## src/rtl/regfile_pkg.sv

```systemverilog
// regfile_pkg
// Shared definitions for the pipelined register file:
//   - default register width and address width
//   - number of read ports
//   - byteMerge(): combines an old word and a new word under a per-byte mask
package regfile_pkg;

    localparam int unsigned DEFAULT_DATA_W = 32;
    localparam int unsigned DEFAULT_ADDR_W = 5;
    localparam int unsigned NUM_READ_PORTS = 2;

    // byteMerge works on the widest supported word; callers zero-extend their
    // operands and truncate the result back to their own DATA_W.
    localparam int unsigned MAX_W     = 256;
    localparam int unsigned MAX_BYTES = MAX_W / 8;

    // Byte i of the result comes from newWord when mask[i] is set, else from oldWord.
    function automatic logic [MAX_W-1:0] byteMerge(
        input logic [MAX_W-1:0]     oldWord,
        input logic [MAX_W-1:0]     newWord,
        input logic [MAX_BYTES-1:0] mask
    );
        logic [MAX_W-1:0] merged;
        merged = oldWord;
        for (int i = 0; i < MAX_BYTES; i++) begin
            if (mask[i]) begin
                merged[i*8 +: 8] = newWord[i*8 +: 8];
            end
        end
        return merged;
    endfunction

endpackage

```

## src/rtl/pipelined_register_file_if.sv

```systemverilog
// pipelined_register_file_if
// Groups the request and response signals of the pipelined register file.
//   master : drives read/write/issue requests, receives read data and busy flags
//   slave  : the register file itself
// Signals:
//   ReadRegister1/2, ReadEnable          read request (sampled at posedge)
//   WriteRegister, WriteData, RegWrite,
//   ByteEnable                           byte-masked write request
//   IssueRegister, IssueValid            marks a register as pending a write
//   ReadData1/2, ReadValid, Busy1/2      registered read response
interface pipelined_register_file_if
    import regfile_pkg::*;
#(
    parameter int unsigned DATA_W = DEFAULT_DATA_W,
    parameter int unsigned ADDR_W = DEFAULT_ADDR_W
) ();

    logic [ADDR_W-1:0]   ReadRegister1;
    logic [ADDR_W-1:0]   ReadRegister2;
    logic                ReadEnable;
    logic [ADDR_W-1:0]   WriteRegister;
    logic [DATA_W-1:0]   WriteData;
    logic                RegWrite;
    logic [DATA_W/8-1:0] ByteEnable;
    logic [ADDR_W-1:0]   IssueRegister;
    logic                IssueValid;

    logic [DATA_W-1:0]   ReadData1;
    logic [DATA_W-1:0]   ReadData2;
    logic                ReadValid;
    logic                Busy1;
    logic                Busy2;

    modport master (
        output ReadRegister1, ReadRegister2, ReadEnable,
        output WriteRegister, WriteData, RegWrite, ByteEnable,
        output IssueRegister, IssueValid,
        input  ReadData1, ReadData2, ReadValid, Busy1, Busy2
    );

    modport slave (
        input  ReadRegister1, ReadRegister2, ReadEnable,
        input  WriteRegister, WriteData, RegWrite, ByteEnable,
        input  IssueRegister, IssueValid,
        output ReadData1, ReadData2, ReadValid, Busy1, Busy2
    );

endinterface

```

## src/rtl/regfile_scoreboard.sv

```systemverilog
// regfile_scoreboard
// One busy bit per register. A set request marks a register pending, a clear
// request (a completed write) releases it; when both hit the same register in
// the same cycle the set wins. Lookups return the post-update value so that
// the caller sees the same view as a write-first data bypass.
// Ports:
//   Clk, Rst                     clock, asynchronous active-high reset
//   setValid, setAddr            issue: mark setAddr busy
//   clearValid, clearAddr        write: mark clearAddr not busy
//   lookupAddr1/2                addresses to look up
//   lookupBusy1/2                busy bit after this edge's set/clear update
module regfile_scoreboard #(
    parameter int unsigned ADDR_W   = 5,
    parameter bit          ZERO_REG = 1'b1
) (
    input  logic              Clk,
    input  logic              Rst,
    input  logic              setValid,
    input  logic [ADDR_W-1:0] setAddr,
    input  logic              clearValid,
    input  logic [ADDR_W-1:0] clearAddr,
    input  logic [ADDR_W-1:0] lookupAddr1,
    input  logic [ADDR_W-1:0] lookupAddr2,
    output logic              lookupBusy1,
    output logic              lookupBusy2
);

    localparam int unsigned NREGS = 2 ** ADDR_W;

    logic [NREGS-1:0] busyQ;
    logic [NREGS-1:0] busyD;

    always_comb begin
        busyD = busyQ;
        if (clearValid) begin
            busyD[clearAddr] = 1'b0;
        end
        // Applied after the clear so that issue wins over write; the hardwired
        // zero register can never become pending.
        if (setValid && !(ZERO_REG && (setAddr == '0))) begin
            busyD[setAddr] = 1'b1;
        end
    end

    always_ff @(posedge Clk or posedge Rst) begin
        if (Rst) begin
            busyQ <= '0;
        end else begin
            busyQ <= busyD;
        end
    end

    assign lookupBusy1 = busyD[lookupAddr1];
    assign lookupBusy2 = busyD[lookupAddr2];

endmodule

```

## src/rtl/pipelined_register_file.sv

```systemverilog
// pipelined_register_file
// Two-read, one-write register file with byte-masked writes, a write-first
// bypass, registered (1-cycle latency) read outputs and a per-register
// pending-write scoreboard.
// Parameters:
//   DATA_W    register width in bits (multiple of 8)
//   ADDR_W    address width, NREGS = 2**ADDR_W
//   ZERO_REG  when 1, register 0 reads as zero, ignores writes, is never busy
// Ports:
//   Clk       clock, all state updates on posedge
//   Rst       asynchronous active-high reset
//   bus       pipelined_register_file_if slave modport (requests in, read data out)
module pipelined_register_file
    import regfile_pkg::*;
#(
    parameter int unsigned DATA_W   = DEFAULT_DATA_W,
    parameter int unsigned ADDR_W   = DEFAULT_ADDR_W,
    parameter bit          ZERO_REG = 1'b1
) (
    input logic                      Clk,
    input logic                      Rst,
    pipelined_register_file_if.slave bus
);

    localparam int unsigned NREGS = 2 ** ADDR_W;

    logic [DATA_W-1:0] regs [NREGS];

    logic              writeEn;
    logic [DATA_W-1:0] writeMerged;

    logic [ADDR_W-1:0] rdAddr      [NUM_READ_PORTS];
    logic [DATA_W-1:0] rdDataD     [NUM_READ_PORTS];
    logic              rdBusyD     [NUM_READ_PORTS];
    logic [DATA_W-1:0] readDataQ   [NUM_READ_PORTS];
    logic              readBusyQ   [NUM_READ_PORTS];
    logic              readValidQ;

    assign rdAddr[0] = bus.ReadRegister1;
    assign rdAddr[1] = bus.ReadRegister2;

    // Write path: writes to the hardwired zero register are dropped entirely,
    // so they neither update storage nor feed the bypass.
    always_comb begin
        writeEn     = bus.RegWrite && !(ZERO_REG && (bus.WriteRegister == '0));
        writeMerged = DATA_W'(byteMerge(MAX_W'(regs[bus.WriteRegister]),
                                        MAX_W'(bus.WriteData),
                                        MAX_BYTES'(bus.ByteEnable)));
    end

    always_ff @(posedge Clk or posedge Rst) begin
        if (Rst) begin
            for (int i = 0; i < NREGS; i++) begin
                regs[i] <= '0;
            end
        end else if (writeEn) begin
            regs[bus.WriteRegister] <= writeMerged;
        end
    end

    // Read-side next values: same-edge writes are forwarded (write-first).
    always_comb begin
        for (int p = 0; p < NUM_READ_PORTS; p++) begin
            rdDataD[p] = regs[rdAddr[p]];
            if (ZERO_REG && (rdAddr[p] == '0)) begin
                rdDataD[p] = '0;
            end else if (writeEn && (bus.WriteRegister == rdAddr[p])) begin
                rdDataD[p] = writeMerged;
            end
        end
    end

    regfile_scoreboard #(
        .ADDR_W   (ADDR_W),
        .ZERO_REG (ZERO_REG)
    ) u_scoreboard (
        .Clk         (Clk),
        .Rst         (Rst),
        .setValid    (bus.IssueValid),
        .setAddr     (bus.IssueRegister),
        .clearValid  (bus.RegWrite),
        .clearAddr   (bus.WriteRegister),
        .lookupAddr1 (rdAddr[0]),
        .lookupAddr2 (rdAddr[1]),
        .lookupBusy1 (rdBusyD[0]),
        .lookupBusy2 (rdBusyD[1])
    );

    // Output registers: captured only on a read strobe, otherwise held.
    always_ff @(posedge Clk or posedge Rst) begin
        if (Rst) begin
            readValidQ <= 1'b0;
            for (int p = 0; p < NUM_READ_PORTS; p++) begin
                readDataQ[p] <= '0;
                readBusyQ[p] <= 1'b0;
            end
        end else begin
            readValidQ <= bus.ReadEnable;
            if (bus.ReadEnable) begin
                for (int p = 0; p < NUM_READ_PORTS; p++) begin
                    readDataQ[p] <= rdDataD[p];
                    readBusyQ[p] <= rdBusyD[p];
                end
            end
        end
    end

    assign bus.ReadData1 = readDataQ[0];
    assign bus.ReadData2 = readDataQ[1];
    assign bus.Busy1     = readBusyQ[0];
    assign bus.Busy2     = readBusyQ[1];
    assign bus.ReadValid = readValidQ;

endmodule

```

## src/flat_wrapper.sv

```systemverilog
// flat-port wrapper written by rule: the top's interface ports become plain ports
module pipelined_register_file_flat import regfile_pkg::*;
#(
    parameter int unsigned DATA_W   = DEFAULT_DATA_W,
    parameter int unsigned ADDR_W   = DEFAULT_ADDR_W,
    parameter bit          ZERO_REG = 1'b1
)
  (Clk, Rst, bus_ReadRegister1, bus_ReadRegister2, bus_ReadEnable, bus_WriteRegister, bus_WriteData, bus_RegWrite, bus_ByteEnable, bus_IssueRegister, bus_IssueValid, bus_ReadData1, bus_ReadData2, bus_ReadValid, bus_Busy1, bus_Busy2);
  pipelined_register_file_if #(.DATA_W(DATA_W), .ADDR_W(ADDR_W)) bus_i ();
  input logic Clk;
  input logic Rst;
  input wire logic [$bits(bus_i.ReadRegister1)-1:0] bus_ReadRegister1;
  input wire logic [$bits(bus_i.ReadRegister2)-1:0] bus_ReadRegister2;
  input wire logic [$bits(bus_i.ReadEnable)-1:0] bus_ReadEnable;
  input wire logic [$bits(bus_i.WriteRegister)-1:0] bus_WriteRegister;
  input wire logic [$bits(bus_i.WriteData)-1:0] bus_WriteData;
  input wire logic [$bits(bus_i.RegWrite)-1:0] bus_RegWrite;
  input wire logic [$bits(bus_i.ByteEnable)-1:0] bus_ByteEnable;
  input wire logic [$bits(bus_i.IssueRegister)-1:0] bus_IssueRegister;
  input wire logic [$bits(bus_i.IssueValid)-1:0] bus_IssueValid;
  output wire logic [$bits(bus_i.ReadData1)-1:0] bus_ReadData1;
  output wire logic [$bits(bus_i.ReadData2)-1:0] bus_ReadData2;
  output wire logic [$bits(bus_i.ReadValid)-1:0] bus_ReadValid;
  output wire logic [$bits(bus_i.Busy1)-1:0] bus_Busy1;
  output wire logic [$bits(bus_i.Busy2)-1:0] bus_Busy2;
  assign bus_i.ReadRegister1 = bus_ReadRegister1;
  assign bus_i.ReadRegister2 = bus_ReadRegister2;
  assign bus_i.ReadEnable = bus_ReadEnable;
  assign bus_i.WriteRegister = bus_WriteRegister;
  assign bus_i.WriteData = bus_WriteData;
  assign bus_i.RegWrite = bus_RegWrite;
  assign bus_i.ByteEnable = bus_ByteEnable;
  assign bus_i.IssueRegister = bus_IssueRegister;
  assign bus_i.IssueValid = bus_IssueValid;
  assign bus_ReadData1 = bus_i.ReadData1;
  assign bus_ReadData2 = bus_i.ReadData2;
  assign bus_ReadValid = bus_i.ReadValid;
  assign bus_Busy1 = bus_i.Busy1;
  assign bus_Busy2 = bus_i.Busy2;
  pipelined_register_file #(.DATA_W(DATA_W), .ADDR_W(ADDR_W), .ZERO_REG(ZERO_REG)) u_core (.Clk(Clk), .Rst(Rst), .bus(bus_i));
endmodule
```

## config.mk

```make
export PLATFORM = sky130hd
export DESIGN_NAME = pipelined_register_file_flat
export DESIGN_NICKNAME = d
export VERILOG_FILES = /design/src/rtl/regfile_pkg.sv /design/src/rtl/pipelined_register_file_if.sv /design/src/rtl/regfile_scoreboard.sv /design/src/rtl/pipelined_register_file.sv /design/src/flat_wrapper.sv
export SDC_FILE = /design/constraint.sdc
export NUM_CORES = 2
export LEC_CHECK = 0
export CAP_MARGIN = 20
export CORE_ASPECT_RATIO = 0.7
export CORE_MARGIN = 1
export CORE_UTILIZATION = 30
export CTS_CLUSTER_SIZE = 40
export DETAILED_ROUTE_END_ITERATION = 12
export MAX_ROUTING_LAYER = met4
export PLACE_DENSITY = 0.41
export SYNTH_ARGS = -nofsm -noshare
export SYNTH_HDL_FRONTEND = slang
export SYNTH_SLANG_ARGS = --single-unit
export TNS_END_PERCENT = 20
```

## constraint.sdc

```tcl
create_clock -name Clk -period 63.5 [get_ports Clk]
set_input_delay 6.35 -clock Clk [delete_from_list [all_inputs] [get_ports Clk]]
set_output_delay 6.35 -clock Clk [all_outputs]
set_load 0.005 [all_outputs]
```

==> flow_summary.toml <==
[status]
outcome = "finished, final reports clean"

[cts]
clkTransAtPathRegs_ps = 60
numCtsBuffers = 140
cts-resized-gates = 0
cts_tree = "built"
htree_num_levels = 4
postCtsSetupBuffers = 0
holdBufCountCts = 0
clk_path_buf_depth = 4
clock-root-buffer = "clkbuf_16"
clkLatencyLatePin_ps = 800
clock_sinks = 1123

[layout]
multi_input_area_um2 = 35100
final_cells = 8514
register_area_um2 = 28100
syn_to_final_growth_pct = 12.5
drive_gt1_share_pct = 22.5
layout.nets = 5580
nFillCells = 21600

[detailed_routing]
ant_nets = 0
routed_wl_mm = 297
drt-initial-drc-count = 5675
drt_pass1_iterations = 5
remaining_drc_errors = 0
wl_per_cell_um = 34.8
vias_per_cell = 5.96
num_vias = 50800

[setup_path]
crit_path_top_delay_cell = "buf_4"
critical_path_class = "in -> reg"
path_cells = "buf_8, buf_4, buf_4, buf_4, mux4_2, a22oi_1, nand3_1, a32oi_1, o21ai_0"
start_kind = "primary input"
crit_required_ps = 64150
cp_max_fo = 80
cp_slowest_stage_delay_ps = 830
arrival_ps = 10910
end_kind = "flip-flop"
crit_top_cell = "buf_4"

[synthesis]
syn_nets = 5798
syn_area_per_cell_um2 = 11.5
yosysWarnings = 0
syn_area_um2 = 66000
ys_types = 85
ys_async_sr_fraction_pct = 100
seq_area_frac_synth_pct = 42.6
synth_edf_count = 0
synth-seq-cells = 1123
syn_inst = 5737
ys.flop_type = "dfrtp_1"

[global_routing]
grt_overflow = 0
grt_pass1_vias = 49700
grt_max_degree = 148
antenna_found_initial = 14
grt_first_pass_wirelength_mm = 419
grt_usage_pct = 27.4

[floorplan]
start_util_pct = 30.3
io_pins = 128
die_w_um = 562
die_h_um = 394
row_count = 143
dieArea_um2 = 222000
core_area_um2 = 218000

[job]
drv_cap = 0

[sta]
relSlewSlack_pct = 22.7
post-route-period-util_pct = 16.2
fin_skew_ps = 35.1
rsz0062_at_grt = "false"
tns_ps = 0
min_period_ps = 10260
setup-violations-final = 0
worst_slew_pin_slew_ps = 1150
finalHoldViolCount = 0
finalMaxSlewViolations = 0
fmax_ghz = 0.0975

[power]
p_sw_mw = 0.742
p_seq_share_pct = 42.1
vdd_drop_max_uv = 14.8
p_per_area_nw_per_um2 = 31.5
p_comb_share_pct = 22.8
p_sw_share_pct = 31.8
intPower_mw = 1.59
p_clk_share_pct = 35.1
leakage_nw = 30.8

[place]
port_buffers = 127
dp_hpwl_mm = 177
place_congestion = 0.841
dpl.cell_count = 8272

[worst_hold_path]
hp-class = "reg -> reg"
==> path summary, 6_finish.rpt <==
kind / from / endpoint / slack, ps / depth (start not counted)
worst max-delay path: bus_ReadRegister1[0] / u_core.bus.ReadData1[14]$_DFFE_PP0P_ / 53240 / 9
worst min-delay path: u_core.regs[992]$_DFFE_PP0P_ / u_core.regs[992]$_DFFE_PP0P_ / 420 / 0
worst max register to register: u_core.regs[129]$_DFFE_PP0P_ / u_core.regs[257]$_DFFE_PP0P_ / 60560 / 6
worst min register to register: u_core.regs[992]$_DFFE_PP0P_ / u_core.regs[992]$_DFFE_PP0P_ / 420 / 0
max in group asynchronous: Rst / u_core.regs[825]$_DFFE_PP0P_ / 53520 / 6
min in group asynchronous: Rst / u_core.regs[338]$_DFFE_PP0P_ / 6080 / 2
==> cells in the mapped netlist (28+ instances only) <==
cell / instances / area share (%)
dfrtp_1: 1123 / 43
mux2i_1: 303 / 4.6
a32oi_1: 31 / 0.41
clkbuf_1: 435 / 2.5
o21ai_0: 1011 / 7.7
inv_1: 28 / 0.16
a221oi_1: 113 / 1.5
mux4_1: 36 / 1.4
mux4_2: 678 / 23
mux2_2: 102 / 1.7
nor2_1: 69 / 0.39
a21oi_1: 83 / 0.63
buf_1: 46 / 0.26
nand3_1: 44 / 0.33
o211ai_1: 35 / 0.40
a22oi_1: 67 / 0.76
nand2_1: 1080 / 6.1
buf_2: 101 / 0.77
==> kinds of logic (layout without fill, tap and decap cells) <==
| family | after synthesis | after routing | synth area share (%) |
|---|---|---|---|
| AOI/OAI and AO/OA | 1529 | 1529 | 13.7 |
| buffers and inverters | 686 | 557 | 4.82 |
| xor gates and xnor gates | 10 | 10 | 0.133 |
| and+or+nand+nor | 1265 | 1265 | 7.64 |
| other | 0 | 6 | 0 |
| muxes | 1124 | 1124 | 31.1 |
| DFF | 1123 | 1123 | 42.6 |
==> state kept, by name, summed over array words and instances, names as in the netlist <==
signal	flops
u_core.bus.Busy1	1
u_core.bus.Busy2	1
u_core.bus.ReadData1	32
u_core.bus.ReadData2	32
u_core.bus.ReadValid	1
u_core.regs	1024
u_core.u_scoreboard.busyQ	32
==> per-layer routing <==
metal  up-vias  track usage [%]  routed length, µm
met5         -                -                  0
met1     27100             38.7             135000
met4         0             7.44               8760
li1      21300                -                  -
met3       414             4.83              20400
met2      2058             40.5             132000
==> worst max-delay path, delay by kind of cell <==
family | cells | cell delay [ps]
AO/OA/AOI/OAI | 3 | 580
buffers and inverters | 4 | 2940
AND/OR/NAND/NOR | 1 | 140
multiplexers | 1 | 600
==> final cells by class <==
type | count | share of cell area [%]
diodes | 6 | 0.0202
clock buffers | 202 | 5.63
clock inverters | 29 | 0.445
inverters | 35 | 0.212
multi-input cells | 3928 | 47.3
flip-flops and latches | 1123 | 37.9
well taps | 2900 | 4.89
repair buffers | 291 | 3.65
==> layout by cell type, fill, tap and decap left out, drive strengths merged, types with 7 or more instances in the layout <==
cell type,n
a21oi,83
a221o,23
a221oi,113
a22o,16
a22oi,67
a31oi,10
a32oi,31
and3,7
buf,179
bufinv,7
clkbuf,202
clkdlybuf4s50,112
clkinv,26
dfrtp,1123
inv,30
mux2,104
mux2i,303
mux4,717
nand2,1082
nand2b,9
nand3,44
nor2,70
nor2b,8
o2111ai,11
o211ai,35
o21ai,1033
o221ai,24
o22ai,19
o2bb2ai,9
or2,10
==> through the flow <==
step	utilization (%)	cell area, µm²	hold WS [ps]	power, mW	worst slack [ps]
2_1_floorplan	-	66000	449	1.32	25530
3_3_place_gp	31.9	69500	400	1.51	52330
3_5_place_dp	32.0	69600	404	1.52	52360
4_1_cts	34.0	74100	417	2.35	53250
5_1_grt	34.1	74200	434	2.44	52930
6_report	34.1	74200	416	2.34	53240
==> power groups by stage <==
stage                     sequential [mW]  clock (mW)  combinational [mW]
final                               0.984       0.820               0.534
after global routing                 1.00       0.861               0.579
after CTS                           0.979       0.835               0.531
after detailed placement            0.991           0               0.530
after global placement              0.986           0               0.524
after floorplan                     0.943           0               0.381
Note: power is estimated with default switching activity, not from simulation.
